===== src/rtl/serial_add_ctrl.sv =====
// Byte-serial multi-precision add/subtract controller: one 8-bit adder slice
// is reused LSB-first, with the byte carry registered between passes.
module serial_add_ctrl #(
    parameter  int NBYTES = 4,
    localparam int W      = 8 * NBYTES,
    localparam int IDXW   = (NBYTES > 1) ? $clog2(NBYTES) : 1
) (
    input  logic         clk,
    input  logic         rst,
    input  logic         in_valid,
    output logic         in_ready,
    input  logic [W-1:0] a,
    input  logic [W-1:0] b,
    input  logic         sub,
    input  logic         cin,
    output logic         out_valid,
    input  logic         out_ready,
    output logic [W-1:0] sum,
    output logic         cout,
    output logic         ovf
);

    typedef enum logic [1:0] {IDLE, RUN, DONE} state_t;

    state_t            state_q;
    logic [IDXW-1:0]   idx_q;
    logic              c_q;
    logic [W-1:0]      a_q;
    logic [W-1:0]      b_q;
    logic              sub_q;
    logic [W-1:0]      sum_q;
    logic              cout_q;
    logic              ovf_q;
    logic              in_ready_q;
    logic              out_valid_q;

    logic [7:0]        a_byte;
    logic [7:0]        b_byte;
    logic [7:0]        low7;
    logic [8:0]        full;
    logic              byte_ovf;
    logic              last_byte;

    // Adder slice: low7 exposes the carry into bit 7 for signed overflow.
    always_comb begin
        a_byte    = a_q[idx_q*8 +: 8];
        b_byte    = b_q[idx_q*8 +: 8] ^ {8{sub_q}};
        low7      = {1'b0, a_byte[6:0]} + {1'b0, b_byte[6:0]} + {7'd0, c_q};
        full      = {1'b0, a_byte} + {1'b0, b_byte} + {8'd0, c_q};
        byte_ovf  = low7[7] ^ full[8];
        last_byte = (idx_q == IDXW'(NBYTES - 1));
    end

    always_ff @(posedge clk) begin
        if (rst) begin
            // NOTE: operand registers are left out of reset; they are always
            // loaded at accept before being read, so resetting them buys nothing.
            state_q     <= IDLE;
            idx_q       <= '0;
            c_q         <= 1'b0;
            sum_q       <= '0;
            cout_q      <= 1'b0;
            ovf_q       <= 1'b0;
            out_valid_q <= 1'b0;
            in_ready_q  <= 1'b1;
        end else begin
            case (state_q)
                IDLE: begin
                    if (in_valid) begin
                        a_q        <= a;
                        b_q        <= b;
                        sub_q      <= sub;
                        c_q        <= cin ^ sub;
                        idx_q      <= '0;
                        sum_q      <= '0;
                        in_ready_q <= 1'b0;
                        state_q    <= RUN;
                    end
                end
                RUN: begin
                    sum_q[idx_q*8 +: 8] <= full[7:0];
                    c_q                 <= full[8];
                    if (last_byte) begin
                        cout_q      <= full[8];
                        ovf_q       <= byte_ovf;
                        out_valid_q <= 1'b1;
                        state_q     <= DONE;
                    end else begin
                        idx_q <= idx_q + IDXW'(1);
                    end
                end
                DONE: begin
                    if (out_ready) begin
                        out_valid_q <= 1'b0;
                        in_ready_q  <= 1'b1;
                        state_q     <= IDLE;
                    end
                end
                default: begin
                    state_q     <= IDLE;
                    out_valid_q <= 1'b0;
                    in_ready_q  <= 1'b1;
                end
            endcase
        end
    end

    assign in_ready  = in_ready_q;
    assign out_valid = out_valid_q;
    assign sum       = sum_q;
    assign cout      = cout_q;
    assign ovf       = ovf_q;

endmodule


===== config.mk =====
export PLATFORM = sky130hd
export DESIGN_NAME = serial_add_ctrl
export DESIGN_NICKNAME = d
export VERILOG_FILES = /design/src/rtl/serial_add_ctrl.sv
export SDC_FILE = /design/constraint.sdc
export NUM_CORES = 1
export LEC_CHECK = 0
export ABC_AREA = 1
export CORE_MARGIN = 3
export CORE_UTILIZATION = 42
export DETAILED_ROUTE_END_ITERATION = 16
export PLACE_DENSITY_LB_ADDON = 0.3
export SETUP_SLACK_MARGIN = 0.2
export SYNTH_ARGS = -nofsm -noshare
export SYNTH_HDL_FRONTEND = slang
export SYNTH_SLANG_ARGS = --single-unit
export TNS_END_PERCENT = 30

===== constraint.sdc =====
create_clock -name clk -period 5.25 [get_ports clk]
set_clock_uncertainty 0.05 [all_clocks]
set_input_delay 1.05 -clock clk [delete_from_list [all_inputs] [get_ports clk]]
set_output_delay 1.05 -clock clk [all_outputs]
set_load 0.005 [all_outputs]

==> impl_results.md, run 1 <==
- Status: finished, final reports clean
- Final hold violation count: 0
- RSZ-0062 raised after global routing: no
- Die area: 12020 µm²
- Max transition margin: 54.27%
- Vias post-DR: 3477
- Fin crit share: roughly two thirds
- First-pass GRT wire length: 16370 µm
- Total Routed Length: about 10000 µm
- CTS buffer count: 9
- R2r worst-path depth: 13
- I/O pins: 106
- Seq/Total Area, Yosys: about 60%
- Vias in the first global route: 3364
- Final RePlAce weighted congestion: around 0.86
- Top cells by count, synth: nand2_1 (86), edfxtp_1 (65), nor2_1 (48)
- CP startpoint kind: flip-flop
- Setup TNS: 0 ns
- Setup crit end kind: flip-flop
- # setup viols final: 0
- Post-Synthesis Cells: approximately 440
- Post-CTS Setup Repair Bufs: 0
- Nets: 626
- Cell taking the most area after synthesis: edfxtp_1
- Remaining global-route overflow: 0
- P_leak: 2.092 nW
- Reg2reg start: idx_q[1]
- Initial Util: 43.48%
- PortBufs: 105
- DRC errors left: 0
- Initial antenna violation count: 0
- Clock tree buffer depth: 2
- R2R setup slack: 1.66 ns
- Worst EP arrival: 3.83 ns
- Row Count: 37
- Routed vias/inst: around 5
- Initial drt markers: 191
- Most used flip-flop cell after synthesis: edfxtp_1
- Top-area cell type share of the netlist area: 43.29%
- Max rail drop VDD: 0.0001641 V
- Ys async rst share: 0%
- WS Path Type: reg -> reg
- Mean Syn Cell Area: 10.23 µm²
- Pins Over Slew Limit: 0
- Minimum clock period: between 3 and 4 ns
- Root buffer cell: clkbuf_8
- Count leader, synth: nand2_1
- Area grow syn2layout: 30.13%
- Ratio of cells with drive above 1 in the final layout: 6.934%
- Yosys cell types: 35
- Core area: about 10000 µm²
- P per Cell Area: 318.5 nW/µm²
- DR pass1 iterations: 4
- Yosys reg bits: 106
- Hold_ws: approximately 0.41 ns
- Fill count: 947
- N_diodes: 0
- Die X: 109.6 µm
- Fmax: about 280 MHz
- Required time of the critical path: 5.49 ns
- Top post-synthesis cells by area: edfxtp_1 (43%), dfxtp_1 (18%), nand2_1 (7.2%)
- CTS tree: built
- Overall global routing resource usage: 17.72%
- Max-cap violations: 0
- Yosys warnings: 0
- Clk Latency, worst-skew pair: 0.37 ns
- Per-cell routed wire length: 14.69 µm
- Largest net degree at the start of global routing: 44
- EDFF count, synth: 65
- Dpl hpwl: 7226 µm
- Worst-path maximum fanout: 20
- Syn nets: 524
- Post-CTS Resized: 0
- Mapped Area: 4509 µm²
- Slew @ Worst Pin: 0.6849 ns
- H-tree level count: 3
- CTS Sinks: 106
- Detail Route Antenna Nets: 0
- Worst Hold Class: reg -> reg
- Crit path to: sum[12]
- CP startpoint: idx_q[1]
- Die height: 109.6 µm
- RR Endpoint: sum[12]
- CTS hold repair buffers: 0
- Clk slew on worst S/H paths: 0.09 ns
==> stage by stage <==
step	total power [mW]	setup WS [ns]	area (µm²)	std cells	utilization [%]
2_1_floorplan	1.231	0.5947	4509	441	-
3_3_place_gp	1.379	1.829	5677	668	54.74
3_5_place_dp	1.386	1.657	5677	668	54.74
4_1_cts	1.880	1.626	5868	684	56.59
5_1_grt	1.967	1.302	5868	684	56.59
6_report	1.869	1.664	5868	684	56.59
==> state kept, by name, summed over array words and instances (netlist names) <==
signal and flops:
out_valid 1, a_q 32, state_q 2, ovf 1, cout 1, sum 32
b_q 32, idx_q 2, sub_q 1, in_ready 1, c_q 1
==> area by class of cell <==
| type | instances | area (µm²) | share of cell area (%) |
|---|---|---|---|
| clock buffer | 10 | 127.6 | 2.175 |
| timing repair buffer | 108 | 1074 | 18.29 |
| tap | 136 | 170.2 | 2.900 |
| clock inverter | 6 | 63.81 | 1.087 |
| inverter | 28 | 105.1 | 1.791 |
| sequential | 106 | 2773 | 47.25 |
| multi-input combinational | 290 | 1555 | 26.50 |
==> layer usage <==
metal	vias up	track usage, %	wire, µm
li1	1727	-	-
met1	1605	23.32	4332
met2	124	28.51	4879
met3	21	3.171	599
met4	0	8.281	234
met5	-	0	0
==> placed cells by master (no fill, tap or decap), types with 2 or more instances in the layout <==
cell type | netlist | layout
dfxtp_1 | 41 | 41
nand2_2 | 4 | 4
a21oi_1 | 39 | 39
nand2_1 | 86 | 86
buf_4 | 2 | 3
inv_2 | 8 | 8
fa_1 | 2 | 2
o21ai_0 | 26 | 26
o22ai_1 | 15 | 15
nand3_1 | 16 | 16
inv_1 | 18 | 18
o21ai_1 | 8 | 8
nor3_1 | 2 | 2
edfxtp_1 | 65 | 65
nor2_2 | 2 | 2
clkinv_1 | 2 | 3
clkdlybuf4s50_1 | 0 | 105
nor2_4 | 1 | 2
xor2_1 | 11 | 11
nand4_1 | 7 | 7
clkbuf_8 | 0 | 9
a22oi_1 | 2 | 2
nor3_4 | 2 | 2
inv_6 | 0 | 2
ha_1 | 11 | 11
nor2_1 | 48 | 47
==> cell families after synthesis <==
family                   after synthesis  synth area share (%)
AND/OR/NAND/NOR                      171                 16.73
flip-flops                           106                 61.49
AO/OA/AOI/OAI                         94                 11.32
buffers and inverters                 45                 4.190
adder cells (fa/ha/maj)               13                 3.940
XOR/XNOR                              12                 2.331
==> critical path, stage by stage (launching register included) <==
cell      delay (ns)
dfxtp_1         0.71
clkinv_1        0.66
o21ai_1         0.23
o22ai_1         0.11
xnor2_1         0.20
fa_1            0.20
inv_1           0.06
fa_1            0.40
nand2_1         0.09
nand2_1         0.06
and2_1          0.16
xor2_1          0.29
nand4_1         0.12
a21oi_1         0.16
==> power by group <==
group / internal [mW] / switching [mW]
sequential: 0.919 / 0.0168
combinational: 0.165 / 0.267
clock: 0.222 / 0.279
total: 1.31 / 0.562
==> how the worst min path moves through the flow <==
stage               startpoint        to  slack [ns]  cells after the start
global placement      in_ready  in_ready        0.39                      2
finish                  sum[8]    sum[8]        0.41                      2
CTS                    sum[24]   sum[24]        0.42                      2
floorplan             in_ready  in_ready        0.40                      2
detailed placement     sum[24]   sum[24]        0.40                      2
global route            sum[8]    sum[8]        0.43                      2
(Power assumes the default switching activity.)
==> run 2, diff against run 1 <==
==> constraint.sdc (replaced) <==
create_clock -name clk -period 2.9 [get_ports clk]
set_clock_uncertainty 0.05 [all_clocks]
set_input_delay 0.58 -clock clk [delete_from_list [all_inputs] [get_ports clk]]
set_output_delay 0.58 -clock clk [all_outputs]
set_load 0.005 [all_outputs]
==> impl_results.md, run 2 (synthesis gave the netlist of run 1 again) <==
- Status: finished, final reports clean
- Setup TNS: 0 ns (unchanged)
- Worst-path cell chain: buf_6 > o21ai_0 > o22ai_1 > xor2_1 > ha_1 > a21oi_1 > nand2_1 > xor2_2 > buf_4 > buf_4 > nand3_1 > a21oi_1
- Finished Layout Cells: 697 (+1.9%)
- Initial drt markers: 175 (-8.4%)
- Max transition margin: 65.56% (+11 points)
- Initial antenna violation count: 0 (unchanged)
- Final RePlAce weighted congestion: 0.8804 (+2.7%)
- N_diodes: 0 (unchanged)
- Root buffer cell: clkbuf_8
- Most frequent cells in the layout: clkdlybuf4s50_1 (105), nand2_1 (82), edfxtp_1 (65)
- DR pass1 iterations: 5 (+1)
- WS Path Type: reg -> reg
- Minimum clock period: 2.561 ns (-1.024 ns)
- Vias post-DR: 3519 (+1.2%)
- Nets: 639 (+2.1%)
- Vias in the first global route: 3240 (-3.7%)
- P per Cell Area: 578.0 nW/µm² (+82%)
- Remaining global-route overflow: 0 (unchanged)
- Overall global routing resource usage: 17.22% (-0.51 points)
- I/O pins: 106 (unchanged)
- Required time of the critical path: 3.10 ns (-2.39 ns)
- First-pass GRT wire length: 15850 µm (-3.2%)
- Routed vias/inst: 5.049 (-0.68%)
- Die height: 109.6 µm (unchanged)
- Dpl hpwl: 7441 µm (+3.0%)
- Clock tree buffer depth: 2 (unchanged)
- Initial Util: 43.48% (unchanged)
- Pins Over Slew Limit: 0 (unchanged)
- Core area: 10370 µm² (unchanged)
- Area grow syn2layout: 35.38%
- Max-cap violations: 0 (unchanged)
- Largest net degree at the start of global routing: 66 (+50%)
- CTS Sinks: 106 (unchanged)
- RSZ-0062 raised after global routing: no
- CTS buffer count: 9 (unchanged)
- Detail Route Antenna Nets: 0 (unchanged)
- Slew @ Worst Pin: 0.5134 ns (-0.1715 ns)
- CP startpoint kind: flip-flop
- Max rail drop VDD: 0.0002882 V (+76%)
- Row Count: 37 (unchanged)
- Worst Hold Class: reg -> reg
- Per-cell routed wire length: 14.93 µm (+1.6%)
- # setup viols final: 0 (unchanged)
- P_leak: 2.189 nW (+4.6%)
- Clk slew on worst S/H paths: 0.10 ns (about the same)
- Placed cells: 676 (+1.2%)
- Worst EP arrival: 2.76 ns (-1.07 ns)
- PortBufs: 105 (unchanged)
- Fin crit share: 88.31% (+20 points)
- Worst-path maximum fanout: 14 (-30%)
- Power Total: 3.529 mW (+89%)
- Total Routed Length: 10400 µm (+3.6%)
- Clk Latency, worst-skew pair: 0.37 ns (about the same)
- Final hold violation count: 0 (unchanged)
- CP max-delay cell: dfxtp_2
- Die area: 12020 µm² (unchanged)
- Fmax: 390.5 MHz (+40%)
- Commonest non-fill, non-tap cell in the layout: clkdlybuf4s50_1
- H-tree level count: 3 (unchanged)
- DRC errors left: 0 (unchanged)
- Ratio of cells with drive above 1 in the final layout: 13.19% (+6.3 points)
- Fill count: 919 (-3.0%)
- Die X: 109.6 µm (unchanged)
- CTS tree: built
- Delay of the slowest cell on the worst path: 0.40 ns (-0.31 ns)
- Setup crit end kind: flip-flop
[run 2: what timing repair did]
item,in CTS,in global routing
cloned,0,1
hold buffers,0,0
setup endpoints to repair,9,26
pin swaps,0,10
resized for setup,3,30
buffers inserted,0,4
[run 2: path summary, 6_finish.rpt]
check | startpoint | end | slack [ns] | depth (start not counted)
max | idx_q[1] | sum[19] | 0.34 | 12
min | sum[24] | sum[24] | 0.41 | 2
max reg2reg | idx_q[1] | sum[19] | 0.34 | 12
min reg2reg | sum[24] | sum[24] | 0.41 | 2
[run 2: layout make-up]
cell class / count / area [µm²] / area share [%]
Multi-Input combinational cell: 290 / 1642 / 26.89
Timing Repair Buffer: 121 / 1221 / 20.00
Clock buffer: 11 / 131.4 / 2.152
Clock inverter: 5 / 55.05 / 0.9018
Inverter: 28 / 107.6 / 1.763
Tap cell: 136 / 170.2 / 2.787
Sequential cell: 106 / 2778 / 45.50
[run 2: per-layer routing]
layer  part of all wire, %  vias up  track usage [%]
li1                      -     1747                -
met1                    42     1639            22.11
met2                    51      120            29.42
met3                   5.9       13            3.817
met4                   1.1        0            4.630
met5                     0        -                0
[run 2: worst max-delay path: cells and delay by family (launching register included)]
family | cells | cell delay [ns]
buffers and inverters | 3 | 0.46
adders and majority gates | 1 | 0.31
DFF | 1 | 0.40
AOI/OAI and AO/OA | 4 | 0.62
xor gates and xnor gates | 2 | 0.40
and+or+nand+nor | 2 | 0.22
[run 2: through the flow]
| step | area, µm² | worst slack [ns] | utilization (%) | hold slack [ns] |
|---|---|---|---|---|
| after detailed placement | 5749 | 0.09997 | 55.44 | 0.4017 |
| after CTS | 5951 | 0.2102 | 57.38 | 0.4173 |
| final | 6105 | 0.3389 | 58.87 | 0.4147 |
| after floorplan | 4517 | 0.2798 | - | 0.4026 |
| after global placement | 5749 | 0.1993 | 55.44 | 0.3992 |
| after global routing | 6105 | 0.1630 | 58.87 | 0.4329 |
[run 2: report_power, final]
part           internal [mW]  switching, mW
clock network          0.401          0.484
logic                  0.403          0.549
registers               1.66         0.0263
total                   2.47           1.06
==> variant 1, RTL diff (config.mk and constraints of run 1) <==
The parameter `NBYTES` goes from 4 to 8.
--- a/src/rtl/serial_add_ctrl.sv
+++ b/src/rtl/serial_add_ctrl.sv
@@ -2,5 +2,5 @@
 // is reused LSB-first, with the byte carry registered between passes.
 module serial_add_ctrl #(
-    parameter  int NBYTES = 4,
+    parameter  int NBYTES = 8,
     localparam int W      = 8 * NBYTES,
     localparam int IDXW   = (NBYTES > 1) ? $clog2(NBYTES) : 1
Ports: changed (resized a, b and sum); port bits go from 106 to 202. No check against the original RTL was run, so the function may have changed too.
==> variant 1 against run 1 <==
  * Via count grew 89%
  * Design area rose by 94%
  * Total power up 120%
  * Setup slack worse by 0.57 ns
  * Sequential cell count rose by 97
  * Routed wire length is 120% higher
  * Global-route usage increased by 1.7 points
  * Utilization up 1.6 points
  * Area after synthesis is 87% higher
  * Synthesized cell count is 81% higher
  * Critical endpoint is now sum[44]
  * Largest cell class unchanged
  * Largest power group unchanged
==> variant 1: results (changes against run 1) <==
Place:
- The post-detailed-placement half-perimeter wirelength is 16040 microns (+120%).
- The worst slack at placement is 1.230 ns (-0.4268 ns).
- The number of instances in the placed design was 1237 (+85%).
- The standard cell area after detailed placement is 10680 sq um (+88%).

Clocking:
- The H-tree level count is 1 (-2).
- The number of gates resized after CTS was 0 (unchanged).
- Clock tree synthesis selected as its root buffer the cell sky130_fd_sc_hd__clkbuf_16.
- The clock latency on the worst-skew pair is 0.50 ns (+0.13 ns).
- The total clock buffers created by CTS is 22 (+13).
- The clock-pin slew reported for the worst setup and hold paths after clock tree synthesis was 0.06 ns (-0.03 ns).
- The maximum count of clock buffers along a single path came to 3 (+1).

Routing:
- The total wirelength of the detailed-routed design was 22040 microns (+120%).
- The via count normalized by instance count is 5.138 (+1.1%).
- The number of iterations in the first detailed-routing pass is 7 (+3).
- The detailed-route wire length per cell was 17.26 microns (+18%).
- The first-iteration detailed-routing DRC count is 439 (+130%).

Run status:
- The flow ran to the end, and the final reports show no timing, DRC or antenna violations.

Worst setup path:
- The destination of the critical timing path is sum[44].
- The critical path arrival is 4.52 ns (+0.69 ns).
- Among cell families on the critical path, the largest total delay comes from simple AND/OR/NAND/NOR gates.
- The delay of the slowest cell on the worst path is 0.76 ns (+0.05 ns).
- The maximum fanout count along the critical path is 39 (+95%).
- The worst register-to-register path begins at idx_q[0].

Pwr:
- The leakage power figure is 3.992 nW (+91%).
- The clock group power was 1.55 mW (+210%).
- The combinational group share of total power is 17.4% (-5.7 points).
- The worst IR drop on VDD was 0.0002380 V (+45%).
- The final total power is 4.035 mW (+120%).

Layout:
- The share of cells above drive strength 1 is 7.122% (+0.19 points).
- The number of fill cells in the layout is 1642 (+73%).
- The core occupancy in the finished layout was 58.24% (+1.6 points).

Synthesis:
- The number of synthesized flops with an enable pin was 129 (+98%).
- By area the synthesized netlist is led by sky130_fd_sc_hd__edfxtp_1 (46%), sky130_fd_sc_hd__dfxtp_1 (18%), sky130_fd_sc_hd__nand2_1 (6.3%), sky130_fd_sc_hd__nor2_1 (4.8%), sky130_fd_sc_hd__a21oi_1 (4.4%).
- The synthesized net count is 946 (+81%).
- The commonest cells after synthesis are sky130_fd_sc_hd__nand2_1 (141), sky130_fd_sc_hd__edfxtp_1 (129), sky130_fd_sc_hd__nor2_1 (108), sky130_fd_sc_hd__a21oi_1 (74), sky130_fd_sc_hd__dfxtp_1 (74).
- The average footprint of a synthesized cell came to 10.54 sq um (+3.1%).

Global routing:
- The number of global-route vias before repair came to 6391 (+90%).
- The global-route wire length before repair is 33800 microns (+110%).
- The pin count of the biggest net entering global routing was 73 (+66%).
- The total routing usage reported by global routing was 19.45% (+1.7 points).

Timing:
- The relative slew slack is 51.96% (-2.3 points).
- The share of the clock period used by the worst path is 79.08% (+11 points).
## variant 1: kinds of logic (layout without fill, tap and decap cells)
family                   after synthesis  count (layout)  synth area share, %
adder cells (fa/ha/maj)               13              13                2.110
AO/OA/AOI/OAI                        185             185                11.87
XOR/XNOR                              12              12                1.248
AND/OR/NAND/NOR                      321             321                17.95
other                                  0               1                    0
buffers and inverters                 65             277                3.239
flip-flops                           203             203                63.59
## variant 1: routing by layer
| layer | global-route usage, % | routed length [microns] | vias to the layer above |
|---|---|---|---|
| li1 | - | - | 3199 |
| met1 | 25.71 | 9300 | 3065 |
| met5 | 0 | 7 | - |
| met3 | 4.047 | 1719 | 35 |
| met4 | 5.778 | 597 | 2 |
| met2 | 32.55 | 10420 | 260 |
## variant 1: tightest hold or removal path, stage by stage (launching register included)
cell and delay (ns):
sky130_fd_sc_hd__dfxtp_1 0.31, sky130_fd_sc_hd__nand2_1 0.06, sky130_fd_sc_hd__a21oi_1 0.05
## variant 1: how the worst min path moves through the flow
stage	startpoint	end	slack (ns)	depth (start not counted)
6_report	sum[8]	sum[8]	0.41	2
5_1_grt	sum[4]	sum[4]	0.42	2
4_1_cts	sum[35]	sum[35]	0.41	2
3_5_place_dp	sum[35]	sum[35]	0.40	2
3_3_place_gp	sum[9]	sum[9]	0.40	2
2_1_floorplan	in_ready	in_ready	0.40	2
## variant 1: cell type report
type | count | share of cell area [%]
Multi-Input combinational cell | 531 | 24.56
Clock buffer | 27 | 5.177
Clock inverter | 12 | 1.184
Tap cell | 265 | 2.906
Sequential cell | 203 | 46.95
Inverter | 29 | 0.9761
Antenna cell | 1 | 0.02193
Timing Repair Buffer | 209 | 18.23
==> variant 2, RTL diff (settings of run 1) <==
Made on the original files. Register the output `ovf` once more, cleared by the reset; this adds one clock of latency there. The other outputs are not delayed to match.
--- a/src/rtl/serial_add_ctrl.sv
+++ b/src/rtl/serial_add_ctrl.sv
@@ -110,5 +110,11 @@
     assign sum       = sum_q;
     assign cout      = cout_q;
-    assign ovf       = ovf_q;
+    always_ff @(posedge clk) begin
+        if (rst) begin
+            ovf <= '0;
+        end else begin
+            ovf <= ovf_q;
+        end
+    end
 
 endmodule
Behaviour: not the same (Yosys sat finds a counterexample within 10 cycles, from zero or initial values and one cycle with rst high).
==> variant 2 against run 1 <==
  * Clock power is 3% lower
  * Area after synthesis is 0.55% higher
  * Via count fell by 1.6%
  * First-iteration DRC count up 13%
  * Sequential cell count up 1
  * Worst hold slack got worse by 0.0046 ns
  * Design area is 0.34% higher
  * Setup slack worse by 0.056 ns
  * Routed wire length is essentially flat
  * Total power fell by 0.34%
  * Combinational power barely moved
  * Non-clock buffer count unchanged
  * Critical path type unchanged
  * Critical endpoint is now sum[28]
  * Largest cell class unchanged
  * Largest power group unchanged
==> variant 2: results (changes against run 1) <==
Layout:
- The share of final layout cell area taken by non-clock buffers is 18.23% (-0.062 points).
- The number of logic inverters in the finished layout came to 29 (+3.6%).
- The area taken by flip-flops and latches came to 2793 sq um (+0.72%).
- The total of clock buffers placed in the layout is 11 (+1).
- The area of all placed cells without fillers was 5888 sq um (+0.34%).
- The portion of the layout cell area used by clock cells is 3.166% (-0.096 points).
- The final net count was 628 (+0.32%).
- The number of fill cells in the layout is 884 (-6.7%).

Pwr:
- The internal power of the cells is 1.312 mW (+0.38%).
- The leakage power figure is 2.103 nW (+0.50%).
- The power per cell area is 316.3 nW/um^2 (-0.68%).
- The flip-flop and latch power was 943 uW (+0.7%).
- The worst IR drop on VDD was 0.0001878 V (+14%).

Run status:
- The flow ran to the end, and the final reports show no timing, DRC or antenna violations.

Routing:
- The via count normalized by instance count is 4.987 (-1.9%).
- The detailed-route wire length per cell is 14.65 microns (-0.24%).
- The total wirelength of the detailed-routed design came to 10050 microns (about the same).
- The first-iteration detailed-routing DRC count is 215 (+13%).

Synthesis:
- The proportion of netlist area held by the largest area contributor came to 43.05% (-0.24 points).
- The post-synthesis xor/xnor area fraction came to 2.318% (-0.013 points).
- The fraction of the yosys area taken by sequential cells is 61.59% (+0.10 points).
- The post-synthesis adder-cell area fraction is 3.918% (-0.022 points).
- The area fraction in compound gates after synthesis is 11.40% (+0.075 points).
- Ranked by total cell area, the synthesized netlist is headed by sky130_fd_sc_hd__edfxtp_1 (43%), sky130_fd_sc_hd__dfxtp_1 (19%), sky130_fd_sc_hd__nand2_1 (7.2%), sky130_fd_sc_hd__a21oi_1 (4.4%), sky130_fd_sc_hd__nor2_1 (3.9%).
- The count of different cell masters after synthesis was 34 (-2.9%).
- The synthesized net count is 526 (+0.38%).
- After synthesis, the most frequently instantiated cells are sky130_fd_sc_hd__nand2_1 (87), sky130_fd_sc_hd__edfxtp_1 (65), sky130_fd_sc_hd__nor2_1 (47), sky130_fd_sc_hd__dfxtp_1 (42), sky130_fd_sc_hd__a21oi_1 (40).

Place:
- The standard cell area after detailed placement was 5702 sq um (+0.44%).
- The post-detailed-placement half-perimeter wirelength is 7172 microns (-0.74%).
- The global placer's final weighted congestion came to 0.8379 (-2.2%).
- The number of instances in the placed design came to 670 (+0.30%).
- The worst slack at placement is 1.649 ns (-0.007210 ns).

Worst setup path:
- The delay of the slowest cell on the worst path is 0.75 ns (+0.04 ns).
- In this run the critical register-to-register path is captured at sum[28].

Global routing:
- The total routing usage reported by global routing came to 17.07% (-0.66 points).
- The initial antenna violation count is 0 (unchanged).
- The number of global-route vias before repair came to 3334 (-0.89%).
- The global-route wire length before repair is 15820 microns (-3.4%).
- The pin count of the biggest net entering global routing is 46 (+4.5%).

Clocking:
- The clock latency on the worst-skew pair is 0.35 ns (-0.02 ns).
- The number of clock sinks is 107 (+0.94%).
- The total clock buffers created by CTS is 9 (unchanged).

Timing:
- The fmax is 0.2746 GHz (-1.5%).
- The relative slew slack is 54.81% (+0.54 points).
- The count of final hold-check violations is 0 (unchanged).

Min path:
- The path with the worst hold slack has its endpoint at ovf.
[variant 2: cell types whose count changed in the layout (fill, tap and decap cells not counted), moves of 2 or more]
cell | before | now
sky130_fd_sc_hd__inv_6 | 2 | 0
sky130_fd_sc_hd__inv_1 | 18 | 21
sky130_fd_sc_hd__inv_2 | 8 | 6
sky130_fd_sc_hd__nor3_1 | 2 | 0
[variant 2: worst max path at each step]
stage	startpoint	end	cells past startpoint
2_1_floorplan	rst	a_q[0]	3
3_3_place_gp	idx_q[1]	sum[28]	11
3_5_place_dp	idx_q[1]	sum[28]	13
4_1_cts	idx_q[1]	sum[28]	13
5_1_grt	idx_q[1]	sum[12]	13
6_report	idx_q[1]	sum[28]	13
[variant 2: routing by layer]
metal | track usage (%) | wire length (microns)
met5 | 0 | 0
met4 | 7.747 | 231
met3 | 3.053 | 609
met2 | 28.03 | 4849
met1 | 21.94 | 4360
